==> src/rtl/sha2_host_pkg.sv <==
// Shared definitions for the SHA-256 host register file: address map,
// engine status codes, sequencer states and CSR layout.
package sha2_host_pkg;

    localparam logic [4:0] ADDR_PT0    = 5'h00;
    localparam logic [4:0] ADDR_LEN_LO = 5'h0E;
    localparam logic [4:0] ADDR_LEN_HI = 5'h0F;
    localparam logic [4:0] ADDR_CTRL   = 5'h10;
    localparam logic [4:0] ADDR_STATUS = 5'h11;
    localparam logic [4:0] ADDR_DIG0   = 5'h18;

    localparam logic [2:0] SHA_ST_BUSY = 3'd2;
    localparam logic [2:0] SHA_ST_DONE = 3'd1;

    localparam int CSR_START_BIT = 66;

    typedef enum logic [2:0] {
        ST_IDLE    = 3'd0,
        ST_START   = 3'd1,
        ST_BUSY    = 3'd2,
        ST_CAPTURE = 3'd3,
        ST_DONE    = 3'd4,
        ST_ERR     = 3'd5
    } state_e;

    // Message words and length share one contiguous, write-protected window.
    function automatic logic is_msg_addr(input logic [4:0] addr);
        return addr <= ADDR_LEN_HI;
    endfunction

    function automatic logic is_dig_addr(input logic [4:0] addr);
        return addr >= ADDR_DIG0;
    endfunction

endpackage

==> src/rtl/sha2_host_timeout.sv <==
// Loadable cycle counter that flags when the engine has been outstanding
// for TIMEOUT_CYCLES cycles.
module sha2_host_timeout #(
    parameter int TIMEOUT_CYCLES = 4096,
    parameter int CNT_W          = 13
) (
    input  logic clock,
    input  logic reset_n,
    input  logic srst,
    input  logic en,
    output logic expired
);

    logic [CNT_W-1:0] cnt_r;

    // Cycle counter: cleared by srst, advances while enabled
    always_ff @(posedge clock or negedge reset_n) begin
        if (!reset_n) begin
            cnt_r <= '0;
        end else if (srst) begin
            cnt_r <= '0;
        end else if (en) begin
            cnt_r <= cnt_r + CNT_W'(1);
        end
    end

    // Terminal value is one short so the state leaves on the TIMEOUT_CYCLES-th edge.
    assign expired = en && (cnt_r == CNT_W'(TIMEOUT_CYCLES - 1));

endmodule

==> src/rtl/sha2_host_regfile.sv <==
// Host register file and sequencer: collects message and length, pulses the
// engine start bit, tracks engine status and captures the digest.
module sha2_host_regfile
    import sha2_host_pkg::*;
#(
    parameter int TIMEOUT_CYCLES = 4096,
    parameter int CNT_W          = 13
) (
    input  logic         clock,
    input  logic         reset_n,
    input  logic         host_wr,
    input  logic         host_rd,
    input  logic [4:0]   host_addr,
    input  logic [31:0]  host_wdata,
    output logic [31:0]  host_rdata,
    output logic         host_rvalid,
    output logic         irq,
    output logic [447:0] plaintext,
    output logic [66:0]  sha2CSR,
    input  logic [255:0] digest,
    input  logic [2:0]   sha2CSR_o,
    input  logic         regwrite,
    input  logic         csrUpdate
);

    state_e            state_r, state_nxt_s;
    logic [0:13][31:0] pt_r;
    logic [0:7][31:0]  dig_r;
    logic [63:0]       len_r;
    logic [2:0]        code_r;
    logic [31:0]       rdata_r, rd_mux_s;
    logic              err_timeout_r, err_wr_busy_r, irq_en_r, irq_r, start_r, rvalid_r;
    logic              busy_s, done_s, expired_s, ctrl_wr_s, start_req_s, clear_req_s;
    logic              msg_wr_s, flag_clr_s, irq_en_nxt_s, cnt_en_s, cnt_load_s;

    assign busy_s       = (state_r == ST_START) || (state_r == ST_BUSY) || (state_r == ST_CAPTURE);
    assign done_s       = (state_r == ST_DONE);
    assign ctrl_wr_s    = host_wr && (host_addr == ADDR_CTRL);
    assign start_req_s  = ctrl_wr_s && host_wdata[0];
    assign clear_req_s  = ctrl_wr_s && host_wdata[1];
    assign msg_wr_s     = host_wr && is_msg_addr(host_addr);
    assign flag_clr_s   = ((state_r == ST_DONE) || (state_r == ST_ERR)) && (start_req_s || clear_req_s);
    assign irq_en_nxt_s = irq_en_r || (ctrl_wr_s && host_wdata[2]);
    assign cnt_load_s   = (state_r == ST_START);
    assign cnt_en_s     = (state_r == ST_BUSY) || (state_r == ST_CAPTURE);

    sha2_host_timeout #(
        .TIMEOUT_CYCLES(TIMEOUT_CYCLES),
        .CNT_W         (CNT_W)
    ) u_timeout (
        .clock  (clock),
        .reset_n(reset_n),
        .srst   (cnt_load_s),
        .en     (cnt_en_s),
        .expired(expired_s)
    );

    // Sequencer next state; a timeout takes priority over engine strobes
    always_comb begin
        state_nxt_s = state_r;
        case (state_r)
            ST_IDLE: begin
                if (start_req_s) state_nxt_s = ST_START;
                else             state_nxt_s = ST_IDLE;
            end
            ST_START: state_nxt_s = ST_BUSY;
            ST_BUSY: begin
                if (expired_s)     state_nxt_s = ST_ERR;
                else if (regwrite) state_nxt_s = ST_CAPTURE;
                else               state_nxt_s = ST_BUSY;
            end
            ST_CAPTURE: begin
                if (expired_s)                                      state_nxt_s = ST_ERR;
                else if (csrUpdate && (sha2CSR_o == SHA_ST_DONE))   state_nxt_s = ST_DONE;
                else                                                state_nxt_s = ST_CAPTURE;
            end
            ST_DONE, ST_ERR: begin
                if (start_req_s)      state_nxt_s = ST_START;
                else if (clear_req_s) state_nxt_s = ST_IDLE;
                else                  state_nxt_s = state_r;
            end
            default: state_nxt_s = ST_IDLE;
        endcase
    end

    // Sequencer state, start pulse and interrupt registers
    always_ff @(posedge clock or negedge reset_n) begin
        if (!reset_n) begin
            state_r  <= ST_IDLE;
            start_r  <= 1'b0;
            irq_en_r <= 1'b0;
            irq_r    <= 1'b0;
        end else begin
            state_r  <= state_nxt_s;
            start_r  <= (state_nxt_s == ST_START);
            irq_en_r <= irq_en_nxt_s;
            irq_r    <= irq_en_nxt_s && ((state_nxt_s == ST_DONE) || (state_nxt_s == ST_ERR));
        end
    end

    // Message/length storage, digest capture, engine status and error flags
    always_ff @(posedge clock or negedge reset_n) begin
        if (!reset_n) begin
            pt_r          <= '0;
            len_r         <= 64'd0;
            dig_r         <= '0;
            code_r        <= 3'd0;
            err_timeout_r <= 1'b0;
            err_wr_busy_r <= 1'b0;
        end else begin
            if (msg_wr_s && !busy_s) begin
                if (host_addr == ADDR_LEN_LO)      len_r[31:0]            <= host_wdata;
                else if (host_addr == ADDR_LEN_HI) len_r[63:32]           <= host_wdata;
                else                               pt_r[host_addr[3:0]]   <= host_wdata;
            end
            if ((state_r == ST_BUSY) && regwrite && !expired_s) begin
                dig_r <= digest;
            end
            if (csrUpdate) begin
                code_r <= sha2CSR_o;
            end
            if (flag_clr_s) begin
                err_timeout_r <= 1'b0;
                err_wr_busy_r <= 1'b0;
            end else begin
                if (expired_s)           err_timeout_r <= 1'b1;
                if (msg_wr_s && busy_s)  err_wr_busy_r <= 1'b1;
            end
        end
    end

    // Read mux sees pre-write register contents
    always_comb begin
        rd_mux_s = 32'h0;
        if (host_addr == ADDR_LEN_LO)      rd_mux_s = len_r[31:0];
        else if (host_addr == ADDR_LEN_HI) rd_mux_s = len_r[63:32];
        else if (is_msg_addr(host_addr))   rd_mux_s = pt_r[4'(host_addr - ADDR_PT0)];
        else if (host_addr == ADDR_STATUS) rd_mux_s = {25'h0, code_r, err_wr_busy_r, err_timeout_r, done_s, busy_s};
        else if (is_dig_addr(host_addr))   rd_mux_s = dig_r[host_addr[2:0]];
        else                               rd_mux_s = 32'h0;
    end

    // One-cycle read response
    always_ff @(posedge clock or negedge reset_n) begin
        if (!reset_n) begin
            rdata_r  <= 32'h0;
            rvalid_r <= 1'b0;
        end else begin
            rvalid_r <= host_rd;
            if (host_rd) rdata_r <= rd_mux_s;
        end
    end

    // Engine command word: start pulse over a fixed-zero field and the length
    always_comb begin
        sha2CSR                = {3'b000, len_r};
        sha2CSR[CSR_START_BIT] = start_r;
    end

    assign plaintext   = pt_r;
    assign host_rdata  = rdata_r;
    assign host_rvalid = rvalid_r;
    assign irq         = irq_r;

endmodule

==> config.mk <==
export PLATFORM = sky130hd
export DESIGN_NAME = sha2_host_regfile
export DESIGN_NICKNAME = d
export VERILOG_FILES = /design/src/rtl/sha2_host_pkg.sv /design/src/rtl/sha2_host_timeout.sv /design/src/rtl/sha2_host_regfile.sv
export SDC_FILE = /design/constraint.sdc
export NUM_CORES = 1
export LEC_CHECK = 0
export ABC_AREA = 1
export CAP_MARGIN = 20
export CORE_AREA = 2 2 329 331
export CTS_CLUSTER_SIZE = 24
export DETAILED_ROUTE_END_ITERATION = 16
export DIE_AREA = 0 0 331 333
export PLACE_DENSITY = 0.66
export REMOVE_ABC_BUFFERS = 1
export SLEW_MARGIN = 15
export SYNTH_ARGS = -nofsm -noshare
export SYNTH_HDL_FRONTEND = slang
export SYNTH_SLANG_ARGS = --single-unit
==> constraint.sdc <==
create_clock -name clock -period 2.3 [get_ports clock]
set_clock_uncertainty 0.2 [all_clocks]
set_input_delay 0.46 -clock clock [delete_from_list [all_inputs] [get_ports clock]]
set_output_delay 0.46 -clock clock [all_outputs]
set_load 0.03 [all_outputs]
== Yosys cells after proc, flatten, opt, wreduce, memory -nomap -nowiden ==
Index checks and enable logic that the tools add are counted.
Word-level totals
  output and inout bits: 549
  bits of input ports: 302
  memory bits (read-only): 0
  memories kept: 0
  flip-flop bits (word level): 825
  word-level logic and storage cells: 117
  memory bits (writable): 0
  latch bits: 0
Cells by class
  eq/ne operators: 14
  mux-type cells: 28
  magnitude comparators: 5
  shift operators: 0
  $add $sub $neg: 1
  multipliers: 0
  div/mod/pow operators: 0
  bitwise gates (word level): 4
  reductions and logical operators: 31
Operators by type and width (count)
  bitwise mux 448 bit: 1
  two-way mux 32 bit: 10
  binary-select mux 32 bit (select 4 bit): 1
  demux 32 bit (select 4 bit): 1
  binary-select mux 32 bit (select 3 bit): 1
  two-way mux 13 bit: 2
  two-way mux 3 bit: 5
  case mux 3 bit (5 select lines): 1
  logical AND 1 bit: 14
  adder 13 x 1 -> 13 bit, second input constant: 1
  == test 13 x 12 -> 1 bit, second input constant: 1
  == test 3 bit, second input constant: 4
  == test 5 x 4 -> 1 bit, second input constant: 2
  == test 5 bit, second input constant: 2
  greater-or-equal comparator 5 bit, second input constant: 2
  == test 3 x 1 -> 1 bit, second input constant: 3
  logical OR 1 bit: 7
  == test 3 x 2 -> 1 bit, second input constant: 2
  two-way mux 1 bit: 6
  AND reduction 3 bit: 2
  nonzero test 2 bit: 3
  less-or-equal comparator 5 x 4 -> 1 bit, second input constant: 1
  less-than comparator 5 x 1 -> 1 bit, second input constant: 1
  inverter 4 -> 5 bit: 1
  other kinds (7): 9

== Longest topological paths before layout ==
  word-level depth: 9
  mapped depth: 15
  gate-level depth less buffers: 13

== Cells and area by module ==
Synthesis repeated with hierarchy kept, for this count alone.
Unflattened totals
  cell total of the unflattened synthesis: 4424
  area total of the unflattened synthesis: 37423.4 um^2
By module, submodules not included
  sha2_host_regfile: times used 1, cells each 4323, area each 36636.4 um^2, sequential area each 20319.5 um^2
  sha2_host_timeout: times used 1, cells each 101, area each 787.0 um^2, sequential area each 325.3 um^2

== Least setup slack after synthesis ==
No wires, ideal clock.
  path kind: input-to-reg
  from: input host_addr[0]
  to: register pt_r, in the netlist plaintext[259]
  setup slack: 0.085 ns
  path buffers: 3
  stages: 11
  setup time: 0.131 ns
  arrival: 1.884 ns
  data required time: 1.969 ns
  cell sequence: buf_4 -> nand2_2 -> nor2_1 -> nand2_2 -> inv_2 -> nor3_4 -> buf_12 -> nand3_4 -> buf_2 -> nand2_1 -> o21ai_1
On the way
  cells in the longest elaborated chain, start to end: 6
  elaborated cells between the ends (all ways): 15
  those cells by class: order compare (3); eq/ne (2); mux (3); bitwise (3); reduce/logical (4)
Ends and longest elaborated chain
  start, declared: RTL line sha2_host_regfile.sv:13  | input logic [4:0] host_addr,
  inverter 4 -> 5 bit (not written as such): RTL line sha2_host_regfile.sv:114  | else pt_r[host_addr[3:0]] <= host_wdata;
  greater-or-equal comparator 5 bit (not written as such) or less-than comparator 5 x 1 -> 1 bit (tied branches): RTL line sha2_host_regfile.sv:114
  logical AND 1 bit (not written as such): RTL line sha2_host_regfile.sv:114
  two-way mux 32 bit (not written as such): RTL line sha2_host_regfile.sv:114
  demux 32 bit (select 4 bit): RTL line sha2_host_regfile.sv:114
  bitwise mux 448 bit: RTL line sha2_host_regfile.sv:114
  end signal, assigned by index: RTL line sha2_host_regfile.sv:114
  end, declared: RTL line sha2_host_regfile.sv:27  | logic [0:13][31:0] pt_r;
Parallel ways exist; a longest one is shown, timed or not.
A chain may end at the register's enable or synchronous reset.

== Worst setup path in the final report ==
  from: register pt_r, in the netlist plaintext[387]
  to: output plaintext[387]
RTL lines
  end, declared: RTL line sha2_host_regfile.sv:18  | output logic [447:0] plaintext,
No word-level cell between the ends.

==> results.sh <==
export IMPL_outcome="completed"
export IMPL_setup_viol=0
export IMPL_grt_util_all_layers=0.2914
export IMPL_grt_setup_unrepaired="yes"
export IMPL_post_route_util=0.4996
export IMPL_routed_via_count=36420
export IMPL_synth_cell_types=43
export IMPL_grt_first_pass_wirelength_um=236900
export IMPL_cts_root_buf="clkbuf_16"
export IMPL_ys_seq_elements=825
export IMPL_multi_input_area_mm2=0.01492
export IMPL_timing_fmax_mhz=439.3
export IMPL_place_ws_ps=-440.9
export IMPL_grt_max_degree=99
export IMPL_start_kind="register"
export IMPL_seq_power_share=0.376
export IMPL_syn_cell_area_mm2=0.03763
export IMPL_synth_top_area_frac=0.5486
export IMPL_fillers=10170
export IMPL_p_int_mw=36.30
export IMPL_worstSetupPathType="register to output port"
export IMPL_buffer_ports_inserted=848
export IMPL_io_pins=851
export IMPL_clk_latency_ps=690
export IMPL_avgSynthCellArea_um2=8.148
export IMPL_p_sw_frac=0.3718
export IMPL_hold_viol_final=0
export IMPL_max_slew_worst_pin_slew_ps=743.1
export IMPL_synth_area_leaders="dfrtp_1 (55%), nand2_1 (19%), o21ai_1 (4.3%)"
export IMPL_clkTransAtPathRegs_ps=60
export IMPL_cpPeakStageDelay_ps=550
export IMPL_globalplace_congestion=0.9074
export IMPL_combPwrFrac=0.338
export IMPL_r2r_start="u_timeout.cnt_r[0]"
export IMPL_max_slew_margin=0.5046
export IMPL_dieWidth_um=331
export IMPL_synth_warnings=0
export IMPL_wirelength_um=167400
export IMPL_hp_class="primary input to asynchronous set/reset pin"
export IMPL_drive_gt1_frac=0.1189
export IMPL_cp_required_ps=1640
export IMPL_area_growth_pct=41.51
export IMPL_final_nets=5862
export IMPL_clockPowerShare=0.286
export IMPL_worst_path_max_delay_cell="dlygate4sd2_1"
export IMPL_synth_largest_area_cell="dfrtp_1"
export IMPL_p_sw_mw=21.48
export IMPL_worstSetupEndpointType="output port"
export IMPL_async_flop_share=1.000
export IMPL_period_needed_ps=2276
export IMPL_critPathTopFamily="buffers and inverters"
export IMPL_cellPowerDensity_mw_per_mm2=1085
export IMPL_ir_drop_uv=662.6
export IMPL_synth_edf_count=0
export IMPL_critPathBufInv=1
export IMPL_final_setup_worst_slack_ps=23.81
export IMPL_finalMaxSlewViolations=0
export IMPL_r2r_slack_ps=40
export IMPL_final_cell_area_mm2=0.05326
export IMPL_viasPerCell=5.163
export IMPL_tritoncts="built"
export IMPL_placed_cells=6834
export IMPL_row_count=120
export IMPL_place_area_mm2=0.04993
export IMPL_cts_buffer_depth=3
export IMPL_fin_crit_sh=0.9896
export IMPL_routedWlPerCell_um=23.73
export IMPL_synthesis_instances=4619
export IMPL_cts_buffers=95
export IMPL_clock_sinks=825
export IMPL_antenna_found_initial=15
export IMPL_ant_nets=0
export IMPL_first_pass_iters=6
export IMPL_coreArea_mm2=0.1066
export IMPL_drc_errors=0
export IMPL_grt_pass1_vias=34940
export IMPL_synth_ff_type="dfrtp_1"
export IMPL_power_leakage_nw=27.76
export IMPL_overflow=0
export IMPL_die_h_um=333
export IMPL_timing_hold_ws_ps=75.36
export IMPL_initial_core_util=0.3530
export IMPL_seqCellArea_mm2=0.02065
export IMPL_worst_r2r_cell_count=12
export IMPL_crit_start="plaintext[387]"
export IMPL_cp_cell_sequence="dlygate4sd2_1"
export IMPL_crit_arrival_ps=1620
export IMPL_worst_r2r_endpoint="dig_r[177]"
export IMPL_total_power_mw=57.78
export IMPL_cap_viol_max_count=0
export IMPL_htreeDepth=3
export IMPL_final_cells=7053
export IMPL_dp_hpwl_um=117000
export IMPL_setup_tns_ps=0
export IMPL_dieArea_mm2=0.1102
export IMPL_drt_initial_drc_count=3378
export IMPL_ys_seq_area_frac=0.5486
export IMPL_worstPathMaxFanout=3
-- kinds of logic (layout without fill, tap and decap cells) --
logic type | Yosys count | in the layout | share of synthesized area
fa+ha+maj | 1 | 1 | 0.0003324
other cells | 1 | 16 | 0.00009964
compound gates | 821 | 821 | 0.1102
flops | 825 | 825 | 0.5486
simple gates | 2311 | 2311 | 0.2425
buf+inv | 526 | 1542 | 0.05821
mux | 134 | 134 | 0.04009
-- worst max path at each step --
stage	slack [ps]	end	depth (start not counted)
2_1_floorplan	-6330	dig_r[102]	6
3_3_place_gp	-470	host_rdata[6]	13
3_5_place_dp	-440	plaintext[42]	11
4_1_cts	0.8	plaintext[356]	1
5_1_grt	-40	dig_r[113]	11
6_report	20	plaintext[387]	1
-- state kept, by name, summed over array words and instances, names as in the netlist, 3 cells and up --
name and cells:
plaintext 448, dig_r 256, len_r 64, host_rdata 32, u_timeout.cnt_r 13, code_r 3, state_r 3
-- routing by layer --
| metal | vias up | track usage | wire length, um |
|---|---|---|---|
| met5 | - | 0 | 33 |
| li1 | 16690 | - | - |
| met4 | 6 | 0.1279 | 7583 |
| met1 | 17650 | 0.3804 | 67950 |
| met3 | 339 | 0.07491 | 16090 |
| met2 | 1733 | 0.4548 | 75720 |
-- cell usage in the layout (no fill, tap or decap), types with 15 or more instances in the layout --
master / count
dfrtp_1: 824
clkbuf_16: 110
nand4_1: 51
a21oi_1: 227
o21ai_1: 328
o21ai_0: 250
clkbuf_8: 19
inv_1: 203
nor2_1: 284
nand3_1: 72
mux2_2: 134
clkbuf_1: 19
buf_12: 103
nand2_1: 1855
clkinv_2: 15
clkdlybuf4s50_1: 296
dlygate4sd2_1: 515
buf_4: 192
-- area by class of cell --
class | instances | area share
antenna | 14 | 0.0006578
clock buffer | 137 | 0.05277
clock inverter | 37 | 0.01083
inverter | 216 | 0.01541
multi-input combinational | 3269 | 0.2802
sequential | 825 | 0.3877
tap | 1403 | 0.03296
timing repair buffer | 1152 | 0.2195
-- synth_stat cells, types with 8 or more instances --
cell type  number
buf_2          97
nand4_1        51
nor2_1        288
inv_1         205
nand2_1      1863
inv_2           9
a21oi_1       227
dfrtp_1       825
mux2_2        134
o21ai_1       324
o21ai_0       254
nand3_1        72
buf_1          36
nand3_4         8
clkbuf_1      163
buf_6           8
-- what timing repair did --
| item | in CTS | in global routing |
|---|---|---|
| pin swaps | 0 | 5 |
| endpoints found under the hold margin | 491 | 0 |
| gates cloned | 0 | 12 |
| buffers inserted | 0 | 19 |
| endpoints found under the setup margin | 533 | 159 |
| gates resized for setup | 556 | 30 |
| hold buffers | 2 | 0 |
-- power groups by stage --
stage | logic [mW] | registers (mW) | clock network (mW)
finish | 19.5 | 21.7 | 16.5
CTS | 19.0 | 21.7 | 16.7
detailed placement | 20.3 | 21.9 | 0
global placement | 20.0 | 21.8 | 0
global route | 21.0 | 22.2 | 17.3
floorplan | 6.27 | 24.9 | 0
No activity file was read; power rests on OpenSTA's default activity.
